--- src/rtl/demux_1to4_if.sv ---
// Demux bus: lane select, data and enable in; four data lanes and one-hot lane flags out.
interface demux_1to4_if #(
   parameter int unsigned DATA_W = 1
);
   localparam int unsigned LANES = 4;
   localparam int unsigned SEL_W = 2;
   localparam int unsigned OUT_W = LANES * DATA_W;

   logic [SEL_W-1:0]  Sel;
   logic [DATA_W-1:0] Inp;
   logic              en;
   logic [OUT_W-1:0]  Dout;
   logic [LANES-1:0]  Dvalid;

   modport master (output Sel, Inp, en, input Dout, Dvalid);
   modport slave  (input Sel, Inp, en, output Dout, Dvalid);
endinterface

--- src/rtl/demux_1to4.sv ---
// 1-to-4 demultiplexer: routes Inp onto the lane chosen by Sel, zeros elsewhere,
// with optional output registers (REG_OUT = 1) or a purely combinational path.
module demux_1to4 #(
   parameter int unsigned DATA_W  = 1,
   parameter bit          REG_OUT = 1'b1
) (
   input  logic          clk,
   input  logic          rst_n,
   demux_1to4_if.slave   bus
);
   localparam int unsigned LANES = 4;
   localparam int unsigned SEL_W = 2;
   localparam int unsigned OUT_W = LANES * DATA_W;

   logic [OUT_W-1:0] dout_d;
   logic [LANES-1:0] dvalid_d;

   // Routing: only the selected lane can be nonzero, and only while enabled.
   always_comb begin
      dout_d   = '0;
      dvalid_d = '0;
      if (bus.en) begin
         for (int unsigned i = 0; i < LANES; i++) begin
            if (bus.Sel == SEL_W'(i)) begin
               dout_d[i*DATA_W +: DATA_W] = bus.Inp;
               dvalid_d[i]                = 1'b1;
            end
         end
      end
   end

   if (REG_OUT) begin : g_reg
      logic [OUT_W-1:0] dout_q;
      logic [LANES-1:0] dvalid_q;

      always_ff @(posedge clk or negedge rst_n) begin
         if (!rst_n) begin
            dout_q   <= '0;
            dvalid_q <= '0;
         end else begin
            dout_q   <= dout_d;
            dvalid_q <= dvalid_d;
         end
      end

      assign bus.Dout   = dout_q;
      assign bus.Dvalid = dvalid_q;
   end else begin : g_comb
      // Clock and reset have no role on the zero-latency path.
      logic unused_clk_rst;
      assign unused_clk_rst = clk ^ rst_n;

      assign bus.Dout   = dout_d;
      assign bus.Dvalid = dvalid_d;
   end
endmodule

--- src/flat_wrapper.sv ---
// flat-port wrapper written by rule: the top's interface ports become plain ports
module demux_1to4_flat 
#(
   parameter int unsigned DATA_W  = 1,
   parameter bit          REG_OUT = 1'b1
)
  (clk, rst_n, bus_Sel, bus_Inp, bus_en, bus_Dout, bus_Dvalid);
  demux_1to4_if #(.DATA_W(DATA_W)) bus_i ();
  input  logic clk;
  input  logic rst_n;
  input wire logic [$bits(bus_i.Sel)-1:0] bus_Sel;
  input wire logic [$bits(bus_i.Inp)-1:0] bus_Inp;
  input wire logic [$bits(bus_i.en)-1:0] bus_en;
  output wire logic [$bits(bus_i.Dout)-1:0] bus_Dout;
  output wire logic [$bits(bus_i.Dvalid)-1:0] bus_Dvalid;
  assign bus_i.Sel = bus_Sel;
  assign bus_i.Inp = bus_Inp;
  assign bus_i.en = bus_en;
  assign bus_Dout = bus_i.Dout;
  assign bus_Dvalid = bus_i.Dvalid;
  demux_1to4 #(.DATA_W(DATA_W), .REG_OUT(REG_OUT)) u_core (.clk(clk), .rst_n(rst_n), .bus(bus_i));
endmodule
--- config.mk ---
export PLATFORM = sky130hd
export DESIGN_NAME = demux_1to4_flat
export DESIGN_NICKNAME = d
export VERILOG_FILES = /design/src/rtl/demux_1to4_if.sv /design/src/rtl/demux_1to4.sv /design/src/flat_wrapper.sv
export SDC_FILE = /design/constraint.sdc
export NUM_CORES = 1
export LEC_CHECK = 0
export CORE_AREA = 2 2 39 41
export DETAILED_ROUTE_END_ITERATION = 8
export DIE_AREA = 0 0 41 43
export PLACE_DENSITY = 0.5
export SLEW_MARGIN = 20
export SYNTH_ARGS = -nofsm -noshare
export SYNTH_HDL_FRONTEND = slang
export SYNTH_SLANG_ARGS = --single-unit
--- constraint.sdc ---
create_clock -name clk -period 0.8 [get_ports clk]
set_input_delay 0.16 -clock clk [delete_from_list [all_inputs] [get_ports clk]]
set_output_delay 0.16 -clock clk [all_outputs]
set_load 0.05 [all_outputs]
; Word-level counts from Yosys, hierarchy flattened
; Index checks and enable logic that the tools add are counted.
[word_totals]
ff_bits = 8
input_bits = 6
out_inout_bits = 8
wordCells = 16
[classes]
n_eq_ne = 3
muxes = 10
n_reduce_logical = 1
[ops]
columns = op, count
row1 = 1-bit 2-to-1 mux, 8
row2 = 4-bit 2-to-1 mux, 2
row3 = 2-bit == test (second input constant), 2
row4 = 2-bit by 1-bit == test with 1-bit output (second input constant), 1
row5 = 2-bit logical NOT, 1

; Longest topological paths before layout
; Gate-level depths: netlist of the first run.
[depth]
ltp_word = 3
depth_mapped = 1
mapped_depth_nobuf = 1

; Worst setup path after synthesis of the first run
; Ideal clock, no wire load.
[synth_timing]
path_kind = reg2out
start = register u_core.g_reg.dout_q[0] (netlist: u_core.bus.Dout[0])
end = output bus_Dout[0]
arrival_ps = 586
slack_ps = 54
path_stages_with_launch = 1
path_buffers = 0
path_cell_list = dfrtp_1
[synth_rtl]
columns = item, line
row1 = start: declaration, demux_1to4.sv:33  ; logic [OUT_W-1:0] dout_q;
row2 = start signal: assignment, demux_1to4.sv:41  ; dout_q <= dout_d;
row3 = end: declaration, flat_wrapper.sv:14  ; output wire logic [$bits(bus_i.Dout)-1:0] bus_Dout;
; No word-level cell between the ends.

; Worst setup path in the final report of the first run
[layout_timing]
start = register u_core.g_reg.dout_q[1] (netlist: u_core.bus.Dout[1])
end = output bus_Dout[1]
; No word-level cell between the ends.

==> out/metrics.cfg, run 1 <==
[logic_synthesis]
syn_area_per_cell_um2=17.5
ys_seq_area_frac=0.714
synth.distinct_cells=7
syn_area_um2=280
yosys-mux-area-fraction=0
synth-compound-area-share=0
synth_top_family_by_area=simple AND/OR/NAND/NOR gates
synth-simple-area-share=0.286
synthesis.nets=22
ys_ff_latch=8
synth_xor_xnor_area_share=0
yosys_warnings=0
synth-adder-area-share=0
synthCells=16

[global_routing]
track_usage=0.0735
overflow=0
antenna_found_initial=0
grt_pass1_vias=185
grt_pass1_wl_um=717
grt_max_degree=9

[cells_and_area]
fin_nets=40
utilization=0.389
synthToLayoutAreaGrowth_pct=92.0
drive_gt1_frac=0.594
fin_cells=48
fill_cells=136
diodes=0

[clock_network]
cts_sinks=8
cts_setup_buffers=0
htreeDepth=1
cts_max_path_buffers=2
clk_pin_slew_ns=0.05
cts_tree=done
cts-root-buf=clkbuf_4
cts_made_buffers=3

[floorplan]
die_w_um=41
core.rowCount=14
core_area_um2=1380
io_pins=14
start_util=0.203
die_h_um=43
die_area_um2=1760

[setup_path]
path_cells=buf_12
crit_fanout=1
critical_path_class=reg -> out
path_delay_family=flip-flops
worstSetupPathDepth=1
critPathBufInv=1
cp.required_ns=0.64
critPathLaunchType=flip-flop
cp.arrival_ns=0.79
end_kind=output port
critPathSlowestCell=dfrtp_1
slowest_delay_ns=0.39

[run_status]
failed_checks=negative setup slack
outcome=complete, but fails checks

[sta]
whs_ns=0.182
slew_viol_final=0
final.setup.tns_ns=-1.20
fmax_ghz=1.05
final_hold_viol_count=0
rsz0062_at_grt=true
setup_ws_ns=-0.153
tightest_slew_ns=0.338
min_period_ns=0.953
timing.final.crit_share=1.19
finalSetupViolCount=8
relSlewSlack=0.774

[power_and_ir_drop]
p_total_mw=0.873
powerDensity_nw_per_um2=1620
leakage_nw=0.260
vdd_drop_max_uv=573

[routing]
vias_per_cell=3.96
routed_wl_um=468
antenna_left=0
dr.first_iter.drc_count=0
route.detailed.drc=0
wire_per_inst_um=9.75
drtPass1Iterations=1
num_vias=190

[worst_hold_path]
hp-class=in -> async

[placed_design]
gp_congestion=0.714
portBuffers=13
dp.cells=45

[job]
maxCapViolations=0

where the power goes:
| part | total, mW | internal (mW) | switching, mW |
|---|---|---|---|
| Clock | 0.289 | 0.170 | 0.119 |
| Sequential | 0.429 | 0.419 | 0.0106 |
| Combinational | 0.155 | 0.0792 | 0.0753 |
| Total | 0.873 | 0.668 | 0.204 |
layer usage:
layer	GRT usage	share of wire	vias up	wire length [µm]
li1	-	-	92	-
met1	0.0576	0.33	86	153
met2	0.0969	0.53	10	249
met3	0.0157	0.090	2	42
met4	0.140	0.047	0	22
met5	0	0	-	0
cell usage after synthesis:
cell type	count	share of area
nor3b_1	1	0.027
and4_2	1	0.036
and4b_2	2	0.080
and4bb_2	1	0.045
and3_2	1	0.027
and3b_2	2	0.071
dfrtp_1	8	0.71
metrics by stage:
stage	cell area [µm²]	setup slack [ns]
6_report	538	-0.153
5_1_grt	538	-0.176
4_1_cts	531	-0.171
3_5_place_dp	510	-0.318
3_3_place_gp	510	-0.295
2_1_floorplan	280	0.0541
worst max path at each step:
stage | startpoint | to | slack [ns]
2_1_floorplan | u_core.bus.Dout[0]$_DFF_PN0_ | bus_Dout[0] | 0.05
3_3_place_gp | bus_Sel[0] | u_core.bus.Dout[0]$_DFF_PN0_ | -0.30
3_5_place_dp | bus_Sel[0] | u_core.bus.Dout[0]$_DFF_PN0_ | -0.32
4_1_cts | u_core.bus.Dout[1]$_DFF_PN0_ | bus_Dout[1] | -0.17
5_1_grt | u_core.bus.Dout[0]$_DFF_PN0_ | bus_Dout[0] | -0.18
6_report | u_core.bus.Dout[1]$_DFF_PN0_ | bus_Dout[1] | -0.15
timing repair:
action / 4_1_cts / 5_1_grt
endpoints found under the setup margin: 12 / 15
gates resized for setup: 2 / 2
cloned: 0 / 0
hold buffers: 0 / 0
cell type report:
| type | instances | area (µm²) | area share |
|---|---|---|---|
| clock buffers | 3 | 22.5 | 0.0419 |
| flip-flops and latches | 8 | 200 | 0.372 |
| well taps | 16 | 20.0 | 0.0372 |
| repair buffers | 13 | 210 | 0.391 |
| multi-input cells | 8 | 85.1 | 0.158 |
cells in the final DEF, fill, tap and decap left out:
master	n
clkdlybuf4s50_1	2
and3_2	1
nor3b_2	1
and4bb_2	1
and4b_2	2
and3b_2	2
clkbuf_4	3
dfrtp_1	8
buf_12	8
and4_2	1
dlymetal6s2s_1	1
dlygate4sd2_1	2
cell families (layout without fill, tap and decap cells):
logic type | count (synthesis) | in the layout
DFF | 8 | 8
and+or+nand+nor | 8 | 8
buffers and inverters | 0 | 16
sequential cells by signal (all words and copies together) (netlist names):
signal	count
u_core.bus.Dout	4
u_core.bus.Dvalid	4
Power figures use the tool's default switching activity.
==> inputs of run 2 (changes only) <==
RECOVER_POWER = 25   (was default)
==> out/metrics.cfg, run 2 (same netlist as run 1, synthesis figures left out) <==
[sta]
min_period_ns=0.953  ; unchanged
rsz0062_at_grt=true
setup_ws_ns=-0.153  ; unchanged
timing.final.crit_share=1.19  ; unchanged
finalSetupViolCount=8  ; unchanged
slew_viol_final=0  ; unchanged
relSlewSlack=0.771  ; -0.00340
final_hold_viol_count=0  ; unchanged
fmax_ghz=1.05  ; unchanged
tightest_slew_ns=0.343  ; +0.00503 ns

[clock_network]
htreeDepth=1  ; unchanged
clk_pin_slew_ns=0.05  ; about the same
cts_tree=done
cts_sinks=8  ; unchanged
cts_max_path_buffers=2  ; unchanged
cts-root-buf=clkbuf_4
cts_hold_buf=0  ; unchanged
cts_made_buffers=3  ; unchanged

[floorplan]
die_h_um=43  ; unchanged
core.rowCount=14  ; unchanged
die_w_um=41  ; unchanged
io_pins=14  ; unchanged
core_area_um2=1380  ; unchanged
die_area_um2=1760  ; unchanged
start_util=0.203  ; unchanged

[routing]
dr.first_iter.drc_count=0  ; unchanged
num_vias=190  ; unchanged
vias_per_cell=3.96  ; unchanged
wire_per_inst_um=9.75  ; unchanged
drtPass1Iterations=1  ; unchanged
routed_wl_um=468  ; unchanged
route.detailed.drc=0  ; unchanged
antenna_left=0  ; unchanged

[global_routing]
grt_pass1_vias=185  ; unchanged
track_usage=0.0735  ; unchanged
antenna_found_initial=0  ; unchanged
grt_max_degree=9  ; unchanged
grt_pass1_wl_um=717  ; unchanged
overflow=0  ; unchanged

[job]
maxCapViolations=0  ; unchanged

[power_and_ir_drop]
vdd_drop_max_uv=573  ; about the same
leakage_nw=0.261  ; +0.10%
powerDensity_nw_per_um2=1620  ; -0.11%

[cells_and_area]
fill_cells=136  ; unchanged
fin_cells=48  ; unchanged
synthToLayoutAreaGrowth_pct=92.0  ; unchanged
drive_gt1_frac=0.594  ; unchanged
fin_nets=40  ; unchanged
diodes=0  ; unchanged
layout_common_cells=8 x buf_12, 8 x dfrtp_1, 3 x clkbuf_4
final_area_um2=538  ; unchanged

[run_status]
failed_checks=negative setup slack
outcome=complete, but fails checks

[placed_design]
placed_area_um2=510  ; unchanged
gp_congestion=0.714  ; unchanged
portBuffers=13  ; unchanged
dp.cells=45  ; unchanged

[setup_path]
path_delay_family=flip-flops
cp.arrival_ns=0.79  ; about the same
critPathLaunchType=flip-flop
end_kind=output port
cp.required_ns=0.64  ; about the same
slowest_delay_ns=0.39  ; about the same
worstSetupPathDepth=1  ; unchanged
critPathSlowestCell=dfrtp_1
critPathBufInv=1  ; unchanged
crit_fanout=1  ; unchanged
critical_path_class=reg -> out
path_cells=buf_12

[worst_hold_path]
hp-class=in -> async

==> run 2: cell count changes in the layout (fill, tap and decap cells not counted), sizes merged <==
cell	change
clkdlybuf4s50	-1
dlygate4sd3	+1
==> run 2: final cells by class <==
type / count / area (µm²) / area share
multi-input cells: 8 / 85.1 / 0.158
clock buffers: 3 / 22.5 / 0.0419
flip-flops and latches: 8 / 200 / 0.372
well taps: 16 / 20.0 / 0.0372
repair buffers: 13 / 210 / 0.391
==> run 2: worst paths after layout <==
check	start	to
worst max-delay path	u_core.bus.Dout[1]$_DFF_PN0_	bus_Dout[1]
worst min-delay path	rst_n	u_core.bus.Dout[3]$_DFF_PN0_
max in group asynchronous	rst_n	u_core.bus.Dvalid[1]$_DFF_PN0_
min in group clk	bus_en	u_core.bus.Dvalid[0]$_DFF_PN0_
==> run 2: per-stage QoR <==
stage          TNS [ns]  setup slack (ns)   util  hold WS (ns)  power [mW]
6_report          -1.20            -0.153  0.389         0.252       0.872
4_1_cts           -1.31            -0.171  0.383         0.186       0.888
2_1_floorplan         0            0.0541      -        -0.136       0.490
3_3_place_gp      -2.01            -0.295  0.369         0.449       0.593
5_1_grt           -1.39            -0.176  0.389         0.283       0.905
3_5_place_dp      -2.12            -0.318  0.369         0.452       0.595
==> run 2: timing repair <==
item / CTS / global route
gates resized for setup: 2 / 2
setup endpoints to repair: 12 / 15
setup buffers: 0 / 0
==> run 2: power breakdown <==
| part | internal, mW | total [mW] | leakage (nW) | switching (mW) |
|---|---|---|---|---|
| Sequential | 0.419 | 0.429 | 0.109 | 0.0106 |
| Clock | 0.170 | 0.289 | 0.0138 | 0.119 |
| Combinational | 0.0783 | 0.154 | 0.138 | 0.0753 |
| Total | 0.667 | 0.872 | 0.261 | 0.204 |
==> run 2: per-layer routing <==
| layer | part of all wire | vias to the layer above | GRT usage |
|---|---|---|---|
| met5 | 0 | - | 0 |
| met4 | 0.047 | 0 | 0.140 |
| met1 | 0.33 | 86 | 0.0576 |
| met2 | 0.53 | 10 | 0.0969 |
| li1 | - | 92 | - |
| met3 | 0.090 | 2 | 0.0157 |
